### config.mk
export PLATFORM = sky130hd
export DESIGN_NAME = dmem_arbiter
export DESIGN_NICKNAME = d
export VERILOG_FILES = /design/src/rtl/dmem_arbiter.sv
export SDC_FILE = /design/constraint.sdc
export NUM_CORES = 1
export LEC_CHECK = 0
export CORE_AREA = 2 2 125 127
export DETAILED_ROUTE_END_ITERATION = 8
export DIE_AREA = 0 0 127 129
export PLACE_DENSITY = 0.79
export SLEW_MARGIN = 25
export SYNTH_ARGS = -nofsm -noshare
export SYNTH_HDL_FRONTEND = slang
export SYNTH_SLANG_ARGS = --single-unit
export TNS_END_PERCENT = 100
### constraint.sdc
create_clock -name clk -period 3.9 [get_ports clk]
set_input_delay 1.17 -clock clk [delete_from_list [all_inputs] [get_ports clk]]
set_output_delay 1.17 -clock clk [all_outputs]
set_load 0.1 [all_outputs]
### src/rtl/dmem_arbiter.sv
// Round-robin arbiter sharing one data-memory port between two cores.
// Supports locked back-to-back grants (bounded by LOCK_MAX) and an ISSUE timeout.
module dmem_arbiter #(
   parameter int AW       = 32,
   parameter int DW       = 32,
   parameter int LOCK_MAX = 4,
   parameter int TIMEOUT  = 64
) (
   input  logic          clk,
   input  logic          reset,
   input  logic          c0_req,
   input  logic          c0_wr,
   input  logic          c0_lock,
   input  logic [AW-1:0] c0_addr,
   input  logic [DW-1:0] c0_wdata,
   input  logic [3:0]    c0_be,
   output logic [DW-1:0] c0_rdata,
   output logic          c0_ack,
   output logic          c0_err,
   output logic          c0_stall,
   input  logic          c1_req,
   input  logic          c1_wr,
   input  logic          c1_lock,
   input  logic [AW-1:0] c1_addr,
   input  logic [DW-1:0] c1_wdata,
   input  logic [3:0]    c1_be,
   output logic [DW-1:0] c1_rdata,
   output logic          c1_ack,
   output logic          c1_err,
   output logic          c1_stall,
   output logic          mem_req,
   output logic          mem_wr,
   output logic [AW-1:0] mem_addr,
   output logic [DW-1:0] mem_wdata,
   output logic [3:0]    mem_be,
   input  logic [DW-1:0] mem_rdata,
   input  logic          mem_ready,
   output logic          grant_id,
   output logic          busy,
   output logic [1:0]    dbg_state
);

   localparam int TW = (TIMEOUT > 1) ? $clog2(TIMEOUT) : 1;
   localparam int LW = $clog2(LOCK_MAX + 1);

   typedef enum logic [1:0] {IDLE = 2'd0, ISSUE = 2'd1, RESP = 2'd2} state_t;

   state_t          state_q, state_d;
   logic            grant_q, grant_d;
   logic            last_q, last_d;
   logic            lock_prev_q, lock_prev_d;
   logic [LW-1:0]   lock_cnt_q, lock_cnt_d;
   logic [TW-1:0]   timer_q, timer_d;
   logic [1:0]      ack_q, ack_d;
   logic [1:0]      err_q, err_d;
   logic [DW-1:0]   rdata0_q, rdata0_d;
   logic [DW-1:0]   rdata1_q, rdata1_d;

   logic [1:0]      req_v;
   logic [1:0]      lock_v;
   logic            gnt_wr;
   logic            keep_lock;
   logic            new_g;

   assign req_v  = {c1_req, c0_req};
   assign lock_v = {c1_lock, c0_lock};
   assign gnt_wr = grant_q ? c1_wr : c0_wr;

   // A locked core keeps the port only while it asks again and its run is not exhausted.
   assign keep_lock = lock_prev_q && req_v[grant_q] && (lock_cnt_q < LW'(LOCK_MAX));

   always_comb begin
      if (keep_lock)
         new_g = grant_q;
      else if (req_v == 2'b01)
         new_g = 1'b0;
      else if (req_v == 2'b10)
         new_g = 1'b1;
      else
         new_g = ~last_q;
   end

   always_comb begin
      state_d     = state_q;
      grant_d     = grant_q;
      last_d      = last_q;
      lock_prev_d = lock_prev_q;
      lock_cnt_d  = lock_cnt_q;
      timer_d     = timer_q;
      ack_d       = 2'b00;
      err_d       = 2'b00;
      rdata0_d    = rdata0_q;
      rdata1_d    = rdata1_q;
      case (state_q)
         IDLE: begin
            if (|req_v) begin
               state_d     = ISSUE;
               grant_d     = new_g;
               timer_d     = '0;
               lock_prev_d = lock_v[new_g];
               if (lock_prev_q && (new_g == grant_q))
                  lock_cnt_d = (lock_cnt_q < LW'(LOCK_MAX)) ? lock_cnt_q + LW'(1) : lock_cnt_q;
               else
                  lock_cnt_d = '0;
            end
         end
         ISSUE: begin
            if (mem_ready) begin
               state_d         = RESP;
               last_d          = grant_q;
               ack_d[grant_q]  = 1'b1;
               timer_d         = '0;
               if (!gnt_wr) begin
                  if (grant_q) rdata1_d = mem_rdata;
                  else         rdata0_d = mem_rdata;
               end
            end else if (timer_q == TW'(TIMEOUT - 1)) begin
               // Abort: the requester still gets its ack, flagged as an error.
               state_d         = RESP;
               ack_d[grant_q]  = 1'b1;
               err_d[grant_q]  = 1'b1;
               timer_d         = '0;
            end else begin
               timer_d = timer_q + TW'(1);
            end
         end
         RESP: begin
            state_d = IDLE;
            timer_d = '0;
         end
         default: state_d = IDLE;
      endcase
   end

   always_ff @(posedge clk or posedge reset) begin
      if (reset) begin
         state_q     <= IDLE;
         grant_q     <= 1'b0;
         last_q      <= 1'b1;
         lock_prev_q <= 1'b0;
         lock_cnt_q  <= '0;
         timer_q     <= '0;
         ack_q       <= 2'b00;
         err_q       <= 2'b00;
         rdata0_q    <= '0;
         rdata1_q    <= '0;
      end else begin
         state_q     <= state_d;
         grant_q     <= grant_d;
         last_q      <= last_d;
         lock_prev_q <= lock_prev_d;
         lock_cnt_q  <= lock_cnt_d;
         timer_q     <= timer_d;
         ack_q       <= ack_d;
         err_q       <= err_d;
         rdata0_q    <= rdata0_d;
         rdata1_q    <= rdata1_d;
      end
   end

   assign c0_ack    = ack_q[0];
   assign c1_ack    = ack_q[1];
   assign c0_err    = err_q[0];
   assign c1_err    = err_q[1];
   assign c0_rdata  = rdata0_q;
   assign c1_rdata  = rdata1_q;
   assign c0_stall  = c0_req & ~ack_q[0];
   assign c1_stall  = c1_req & ~ack_q[1];

   assign mem_req   = (state_q == ISSUE);
   assign mem_wr    = gnt_wr;
   assign mem_addr  = grant_q ? c1_addr  : c0_addr;
   assign mem_wdata = grant_q ? c1_wdata : c0_wdata;
   assign mem_be    = grant_q ? c1_be    : c0_be;

   assign grant_id  = grant_q;
   assign busy      = (state_q != IDLE);
   assign dbg_state = state_q;

endmodule

==> metrics.txt <==
Congestion Overflow GR 0; first-pass GRT wire length 24.47 mm; Ys Warns 0; number of fill cells 1169; initial drt markers 142; WP data required 2.73 ns; hold_buf cts 0; slowest cell on the critical path clkdlybuf4s50_1; Core ar. 14980 µm²; EDFF count, synth 0; nets 802; IO Count 321; GRT Max-Usage Layer met2; syn nets 482; largest net degree at the start of global routing 59; clock skew 0.005484 ns; min Tclk post-route 3.404 ns; GR Util met2 0.3656; Routed Antenna Nets 0; final hold vios 0; GRT Util Overall 0.2001; initial antenna violation count 1; Slew HR 0.3127; sequential share of the synthesized area 0.4865; CTS-repair resized insts 0; synthesis-to-layout area growth 103.6%; drt pass-1 iters 4; CP Cell Sequence clkdlybuf4s50_1, inv_1, nor2_1, buf_12; Vert. Die Dim 129 µm; dominant synthesized flop cell dfrtp_1; root buffer cell clkbuf_16; distinct cell type count of the synthesized netlist 35; crit-path max FO 5; unrepaired setup endpoints after global routing false; DRC Markers 0; Reg clk slew, reported paths 0.06 ns; drt via density 4.670; share of cells above drive strength 1 0.3854; final setup fails 0; H-tree depth 3; Post-Syn Area 4220 µm²; post-CTS setup buffers 0; Starting Density 0.2818; Slew @ Worst Pin 1.028 ns; critical path class in -> out; TNS Setup 0 ns; Storage cell area 2057 µm²; DP Wirelength 14.26 mm; met3 Use GR 0.05489; met1 Resource Use GR 0.2193; number of synthesized register bits 82; gpl congestion 0.8943; width of the die 127 µm; DR vias 3815; max cap viols 0; Num Clock Sinks 82; Fmax 293.8 MHz; CTS tree built; Tightest Hold Check Type reg -> reg; die area 16380 µm²; final slew viol count 0; wire per inst 20.67 µm; Mean Syn Cell Area 13.93 µm²; Mapped Cells 303; crit path DAT 2.23 ns; final WL 16.88 mm; Worst-Skew Late Latency 0.33 ns; multi-input logic area 2034 µm²; clk buf depth 2; fraction of registers with async set or reset after synthesis 1.000; period utilization 0.8727; clock buffer count from CTS 9; row cnt 45; PortBufs 320; critical path's largest stage delay 0.55 ns; CP startpoint kind input port; Worst setup EP type primary output; number of global-route vias before repair 4090; status complete, no violations
==> per-stage QoR <==
step	setup slack [ns]	util	area (µm²)	instances	hold WS [ns]
after detailed placement	0.5146	0.5537	8293	800	0.4943
after CTS	0.5047	0.5736	8591	816	0.5074
final	0.4963	0.5738	8593	817	0.5026
after floorplan	0.2259	-	4220	303	0.4509
after global routing	0.4286	0.5736	8591	816	0.5190
after global placement	0.5126	0.5537	8293	800	0.4712
==> synth_stat cells, types with 2 or more instances <==
cell type  number  share of area
mux2_2        105           0.28
dfrtp_1        81           0.48
mux2_4         30           0.11
o21ai_0        13          0.015
nand2_1         9         0.0080
buf_2           7         0.0083
nor2_1          7         0.0062
clkbuf_1        6         0.0053
a21oi_1         5         0.0059
and3_1          3         0.0044
buf_12          3          0.014
inv_1           3         0.0027
nor2b_1         3         0.0044
a22o_1          2         0.0042
ha_1            2         0.0059
nand3_1         2         0.0024
nor3_1          2         0.0024
nor3b_1         2         0.0036
or2_2           2         0.0030
==> layer usage <==
layer | share of wire | up-vias
li1 | - | 1739
met1 | 0.36 | 1851
met2 | 0.54 | 196
met3 | 0.074 | 29
met4 | 0.032 | 0
met5 | 0 | -
==> flip-flops by register name, summed over array words and instances (netlist names) <==
signal,cells
ack_q,2
c0_rdata,32
c1_rdata,32
dbg_state,2
err_q,2
grant_id,1
last_q,1
lock_cnt_q,3
lock_prev_q,1
timer_q,6
==> worst max-delay path: cells and delay by family <==
family                 cells  cell delay, ns
buffers and inverters      3            0.86
and+or+nand+nor            1            0.20
==> worst paths after layout <==
| check | cells past startpoint | startpoint | slack [ns] | to |
|---|---|---|---|---|
| min reg2reg | 1 | c1_rdata[31] | 0.50 | c1_rdata[31] |
| min | 1 | c1_rdata[31] | 0.50 | c1_rdata[31] |
| max reg2reg | 4 | grant_id | 1.53 | c0_rdata[31] |
| max in group asynchronous | 3 | reset | 2.04 | c0_rdata[22] |
| min in group asynchronous | 2 | reset | 1.20 | c1_rdata[12] |
| max | 4 | c0_req | 0.50 | c0_stall |
==> cells in the final DEF (no fill, tap or decap), types with 3 or more instances in the layout <==
cell type        count
nor2b_1              3
mux2_2             105
o21ai_0             13
dfrtp_1             80
buf_4               12
and3_1               3
clkbuf_16            9
a21oi_1              5
mux2_4              30
nor2_1               7
nand2_1              9
clkdlybuf4s50_1    242
buf_12              72
==> cells by family after synthesis <==
family | Yosys count | synth area share
buffers and inverters | 20 | 0.03320
AOI/OAI and AO/OA | 25 | 0.03528
adders and majority gates | 2 | 0.005928
DFF | 82 | 0.4865
and+or+nand+nor | 38 | 0.04981
muxes | 136 | 0.3893
==> layout make-up <==
cell class              count  area share
flip-flops and latches     82      0.2394
diodes                      1   0.0002912
clock buffers              12     0.02868
clock inverters             4    0.005970
multi-input cells         201      0.2368
repair buffers            326      0.4601
well taps                 188     0.02737
inverters                   3    0.001456
Power of run 1 is not shown: default switching activity piles up to over one toggle a cycle in this logic, so the estimate is an artifact.
